===== src/rtl/div_pkg.sv =====
// Shared types and helpers for the sequential restoring divider.
package div_pkg;

  // Controller states of the divider.
  typedef enum logic [1:0] {
    IDLE = 2'd0,
    RUN  = 2'd1,
    DONE = 2'd2
  } div_state_t;

  // Default operand width (divisor, quotient, remainder).
  localparam int DIV_W = 8;

  // Bits needed for an iteration counter that must hold the value w.
  function automatic int cnt_width(input int w);
    return $clog2(w + 1);
  endfunction

endpackage


===== src/rtl/div_step.sv =====
// One combinational restoring-division iteration: shift in the next dividend
// bit, trial-subtract the divisor and restore when the result would be negative.
module div_step
  import div_pkg::*;
#(
  parameter int WIDTH = DIV_W
) (
  input  logic [WIDTH:0]   rem_i,
  input  logic             bit_i,
  input  logic [WIDTH-1:0] dvsr_i,
  output logic [WIDTH:0]   rem_o,
  output logic             qbit_o
);

  logic [WIDTH:0] t_s;
  logic [WIDTH:0] dext_s;

  // Trial subtraction; a set top bit of rem means t exceeds any divisor.
  always_comb begin
    t_s    = {rem_i[WIDTH-1:0], bit_i};
    dext_s = {1'b0, dvsr_i};
    if (rem_i[WIDTH] || (t_s >= dext_s)) begin
      qbit_o = 1'b1;
      rem_o  = t_s - dext_s;
    end else begin
      qbit_o = 1'b0;
      rem_o  = t_s;
    end
  end

endmodule


===== src/rtl/eight_bit_divider.sv =====
// Sequential restoring divider: 2*WIDTH-bit dividend / WIDTH-bit divisor,
// one quotient bit per clock. The low dividend half and the quotient share
// one shift register: dividend bits leave at the MSB while quotient bits
// enter at the LSB.
// Optional macro EIGHT_BIT_DIVIDER_ERR_EN: flags divide-by-zero and quotient
// overflow at acceptance and reports err with all-ones q/r instead of running.
module eight_bit_divider
  import div_pkg::*;
#(
  parameter int WIDTH = DIV_W
) (
  input  logic               clk,
  input  logic               reset,
  input  logic               en,
  input  logic [2*WIDTH-1:0] x,
  input  logic [WIDTH-1:0]   y,
  output logic [WIDTH-1:0]   q,
  output logic [WIDTH-1:0]   r,
  output logic               busy,
  output logic               done,
  output logic               err
);

  localparam int CW = cnt_width(WIDTH);

  div_state_t       state_q, state_d;
  logic [CW-1:0]    cnt_q, cnt_d;
  logic [WIDTH-1:0] dvsr_q, dvsr_d;
  logic [WIDTH-1:0] shf_q, shf_d;
  logic [WIDTH:0]   rem_q, rem_d;
  logic [WIDTH-1:0] q_q, q_d;
  logic [WIDTH-1:0] r_q, r_d;
  logic             busy_q, busy_d;
  logic             done_q, done_d;
  logic             err_q, err_d;
  logic             pend_q, pend_d;   // invalid operands latched, report next edge

  logic             accept_s;
  logic [WIDTH:0]   step_rem_s;
  logic             step_qbit_s;

  div_step #(.WIDTH(WIDTH)) u_step (
    .rem_i  (rem_q),
    .bit_i  (shf_q[WIDTH-1]),
    .dvsr_i (dvsr_q),
    .rem_o  (step_rem_s),
    .qbit_o (step_qbit_s)
  );

  // Next-state, datapath load/iterate and output-register updates.
  always_comb begin
    state_d  = state_q;
    cnt_d    = cnt_q;
    dvsr_d   = dvsr_q;
    shf_d    = shf_q;
    rem_d    = rem_q;
    q_d      = q_q;
    r_d      = r_q;
    err_d    = err_q;
    pend_d   = pend_q;
    accept_s = 1'b0;

    case (state_q)
      IDLE: begin
        if (pend_q) begin
          state_d = DONE;
          q_d     = {WIDTH{1'b1}};
          r_d     = {WIDTH{1'b1}};
          err_d   = 1'b1;
          pend_d  = 1'b0;
        end else if (en) begin
          accept_s = 1'b1;
        end else begin
          state_d = IDLE;
        end
      end
      RUN: begin
        rem_d = step_rem_s;
        shf_d = {shf_q[WIDTH-2:0], step_qbit_s};
        cnt_d = cnt_q - CW'(1);
        if (cnt_q == CW'(1)) begin
          state_d = DONE;
          q_d     = {shf_q[WIDTH-2:0], step_qbit_s};
          r_d     = step_rem_s[WIDTH-1:0];
          err_d   = 1'b0;
        end else begin
          state_d = RUN;
        end
      end
      DONE: begin
        if (en) begin
          accept_s = 1'b1;
        end else begin
          state_d = IDLE;
        end
      end
      default: begin
        state_d = IDLE;
      end
    endcase

    if (accept_s) begin
      dvsr_d = y;
      shf_d  = x[WIDTH-1:0];
      rem_d  = {1'b0, x[2*WIDTH-1:WIDTH]};
      cnt_d  = CW'(WIDTH);
`ifdef EIGHT_BIT_DIVIDER_ERR_EN
      if ((y == {WIDTH{1'b0}}) || (x[2*WIDTH-1:WIDTH] >= y)) begin
        state_d = IDLE;
        pend_d  = 1'b1;
      end else begin
        state_d = RUN;
      end
`else
      state_d = RUN;
`endif
    end else begin
      pend_d = pend_d;
    end

`ifndef EIGHT_BIT_DIVIDER_ERR_EN
    err_d  = 1'b0;
    pend_d = 1'b0;
`endif

    busy_d = (state_d == RUN);
    done_d = (state_d == DONE);
  end

  // State and datapath registers; reset aborts any operation in flight.
  always_ff @(posedge clk or posedge reset) begin
    if (reset) begin
      state_q <= IDLE;
      cnt_q   <= {CW{1'b0}};
      dvsr_q  <= {WIDTH{1'b0}};
      shf_q   <= {WIDTH{1'b0}};
      rem_q   <= {(WIDTH+1){1'b0}};
      q_q     <= {WIDTH{1'b0}};
      r_q     <= {WIDTH{1'b0}};
      busy_q  <= 1'b0;
      done_q  <= 1'b0;
      err_q   <= 1'b0;
      pend_q  <= 1'b0;
    end else begin
      state_q <= state_d;
      cnt_q   <= cnt_d;
      dvsr_q  <= dvsr_d;
      shf_q   <= shf_d;
      rem_q   <= rem_d;
      q_q     <= q_d;
      r_q     <= r_d;
      busy_q  <= busy_d;
      done_q  <= done_d;
      err_q   <= err_d;
      pend_q  <= pend_d;
    end
  end

  assign q    = q_q;
  assign r    = r_q;
  assign busy = busy_q;
  assign done = done_q;
  assign err  = err_q;

endmodule


===== config.mk =====
export PLATFORM = sky130hd
export DESIGN_NAME = eight_bit_divider
export DESIGN_NICKNAME = d
export VERILOG_FILES = /design/src/rtl/div_pkg.sv /design/src/rtl/div_step.sv /design/src/rtl/eight_bit_divider.sv
export SDC_FILE = /design/constraint.sdc
export NUM_CORES = 1
export LEC_CHECK = 0
export BUFFER_PORTS_ARGS = -buffer_cell sky130_fd_sc_hd__buf_2
export CORE_MARGIN = 4
export CORE_UTILIZATION = 50
export CTS_BUF_LIST = sky130_fd_sc_hd__clkbuf_16
export CTS_CLUSTER_SIZE = 8
export DETAILED_ROUTE_END_ITERATION = 12
export GPL_TIMING_DRIVEN = 1
export HOLD_SLACK_MARGIN = 0.05
export PLACE_DENSITY = 0.73
export SETUP_SLACK_MARGIN = 0.2
export SYNTH_ARGS = -nofsm -noshare
export SYNTH_HDL_FRONTEND = slang
export SYNTH_SLANG_ARGS = --single-unit

===== constraint.sdc =====
create_clock -name clk -period 2.32 [get_ports clk]
set_input_delay 0.232 -clock clk [delete_from_list [all_inputs] [get_ports clk]]
set_output_delay 0.232 -clock clk [all_outputs]
set_load 0.005 [all_outputs]

==> reports/metrics.csv <==
stage,metric,value,unit
global_routing,antenna_found_initial,0,
drt,drc,0,
logic_synthesis,yosys_warnings,0,
sta,relSlewSlack,0.573,
setup_path,endpoint_kind,flop,
power_and_ir_drop,power.leakage,1.52,nW
finish,nNetsFinal,354,
logic_synthesis,yosys-top-cells-count,"59 x nand2_1, 49 x dfrtp_1, 24 x o21ai_0",
drt,drt_iter0_markers,122,
finish,fin_cells,384,
sta,fin_crit,2070,ps
sta,slew_violations,0,
power_and_ir_drop,power_density,1770,mW/mm^2
drt,wl_per_cell,15.6,um
global_routing,grt_max_degree,50,
outcome,status,"finished, final reports clean",
placed_design,pre_cts_ws,63.4,ps
setup_path,start_kind,flop,
sta,setup_violations,0,
clocking,cts.htree.levels,2,
clocking,cts_tree,yes,
sta,hold_ws,97.4,ps
flow_run,drv_cap,0,
setup_path,path_class,flop to flop,
finish,finalInstanceArea,0.00313,mm^2
die,core,0.00479,mm^2
finish,antennaDiodeCount,0,
placed_design,dp_hpwl,4150,um
setup_path,rrSetupSlack,250,ps
setup_path,r2r-start,rem_q[5],
sta,tightestPinTransition,641,ps
global_routing,gr-total-overflow,0,
global_routing,track_usage,0.210,
power_and_ir_drop,vdd_drop_max,0.722,mV
sta,fin_skew,5.71,ps
logic_synthesis,syn_inst,261,
placed_design,gp_congestion,0.847,
logic_synthesis,synth_area_leader_cell,dfrtp_1,
logic_synthesis,ys_ff_latch,49,
drt,drt-vias-per-instance,5.40,
logic_synthesis,yosysTopAreaCellShare,0.493,
clocking,clk_pin_slew,70,ps
clocking,clock_latency,290,ps
setup_path,crit_required,2540,ps
finish,layout.filler_cells,422,
die,die_h,78.5,um
setup_path,r2r_cells,7,
setup_path,regToRegEndpoint,rem_q[0],
setup_path,critical_path_arrival,2290,ps
drt,first_pass_iters,4,
die,ioPinCount,46,
die,start_util,0.520,
logic_synthesis,ys.flop_type,dfrtp_1,
logic_synthesis,syn_area_per_cell,9.53,um^2
logic_synthesis,ys_seq_area_frac,0.493,
clocking,ctsLongestPathBuffers,2,
sta,hold_violations,0,
drt,postRouteAntennaNets,0,
sta,rsz0062_at_grt,yes,
finish,syn2layout_area_growth,25.8,%
finish,drive_above_1_share,0.328,
placed_design,place_inst,373,
clocking,cts_root_buf,clkbuf_16,
die,chipWidth,78.5,um
placed_design,placed_cell_area,0.00283,mm^2
global_routing,first_global_vias,2063,
drt,wirelength,5990,um
logic_synthesis,syn_area,0.00249,mm^2
logic_synthesis,synth_edf_count,0,
logic_synthesis,netlist_top_cells_area,"dfrtp_1 49%, nand2_1 8.9%, ha_1 5.0%",
clocking,cts_buffers,5,
min_path,hold_class,input port to async pin,
die,rows,25,
setup_path,crit_path_max_fanout,6,
logic_synthesis,postSynth.asyncResetShare,1.00,
clocking,clock-sinks,49,
sta,period_share,0.892,
die,die_area,0.00617,mm^2
sta,fin_setup_tns,0,ps
logic_synthesis,netlist-cell-type-count,46,
placed_design,portBuffers,44,
logic_synthesis,synth.most_common_cell,nand2_1,
sta,clock.fmax,483,MHz
global_routing,grt_pass1_wl,10100,um
sta,worst_slack,250,ps
drt,num_vias,2073,
logic_synthesis,synth_nets,299,
-- stage by stage --
stage / utilization / power, W
3_5_place_dp: 0.592 / 0.00434
5_1_grt: 0.654 / 0.00603
6_report: 0.654 / 0.00552
4_1_cts: 0.637 / 0.00527
2_1_floorplan: - / 0.00354
3_3_place_gp: 0.592 / 0.00426
-- critical path: stages (launching register included) --
cell and delay [ps]:
dfrtp_2 450, ha_4 250, a21o_1 180, o2bb2ai_2 140
or3_4 410, buf_6 150, mux2_4 310, o21ai_2 110
-- worst max path at each step --
stage / start / endpoint / slack (ps)
6_report: rem_q[5] / rem_q[0] / 250
5_1_grt: rem_q[6] / rem_q[0] / 160
4_1_cts: dvsr_q[1] / rem_q[0] / 220
3_5_place_dp: rem_q[4] / rem_q[0] / 60
3_3_place_gp: rem_q[4] / rem_q[2] / 80
2_1_floorplan: dvsr_q[0] / rem_q[8] / 280
-- state kept, by name (all words and copies together) (netlist names) --
register,cells
state_q,2
dvsr_q,8
cnt_q,4
q,8
shf_q,8
rem_q,9
done,1
busy,1
r,8
-- placed cells by master, fill, tap and decap left out, types with 3 or more instances in the layout --
cell type	n
o21ai_0	21
inv_2	3
dfrtp_2	3
ha_1	3
a21o_1	4
xor2_1	3
nand2_1	58
o21ai_2	5
ha_4	5
dfrtp_1	46
clkbuf_16	5
nor3_1	3
inv_1	13
buf_2	44
nand2b_1	4
a31oi_1	5
mux2i_1	3
o211ai_1	3
nor2_1	9
a22oi_1	11
buf_4	16
-- kinds of logic after synthesis --
family / share of synthesized area
buffers and inverters: 0.0528
other: 0.00151
multiplexers: 0.0282
AND/OR/NAND/NOR: 0.167
flip-flops: 0.493
adder cells (fa/ha/maj): 0.0584
XOR/XNOR: 0.0176
AO/OA/AOI/OAI: 0.182
-- report_power, final --
part           total [W]  switching (W)  internal [W]
combinational    0.00322        0.00170       0.00152
clock           0.000729       0.000327      0.000402
sequential       0.00158       0.000295       0.00128
total            0.00552        0.00232       0.00320
-- layout make-up --
| class | instances | area (um^2) | area share |
|---|---|---|---|
| clock buffers | 5 | 125 | 0.0400 |
| repair buffers | 61 | 352 | 0.112 |
| well taps | 67 | 83.8 | 0.0268 |
| flip-flops and latches | 49 | 1230 | 0.393 |
| clock inverters | 3 | 22.5 | 0.00720 |
| multi-input cells | 182 | 1250 | 0.400 |
| inverters | 17 | 63.8 | 0.0204 |
-- metal layers --
metal | wire length, um | vias to the layer above | GRT usage
li1 | - | 1009 | -
met1 | 2750 | 1015 | 0.286
met2 | 2950 | 42 | 0.338
met3 | 216 | 7 | 0.0436
met4 | 77 | 0 | 0.0629
met5 | 0 | - | 0
-- repair_timing --
| action | CTS | global route |
|---|---|---|
| cloned | 0 | 0 |
| hold buffers | 0 | 0 |
| gates resized for setup | 11 | 18 |
| pin swaps | 2 | 6 |
| buffers inserted | 1 | 2 |
| setup endpoints to repair | 13 | 16 |
Note: power is estimated with default switching activity, not from simulation.
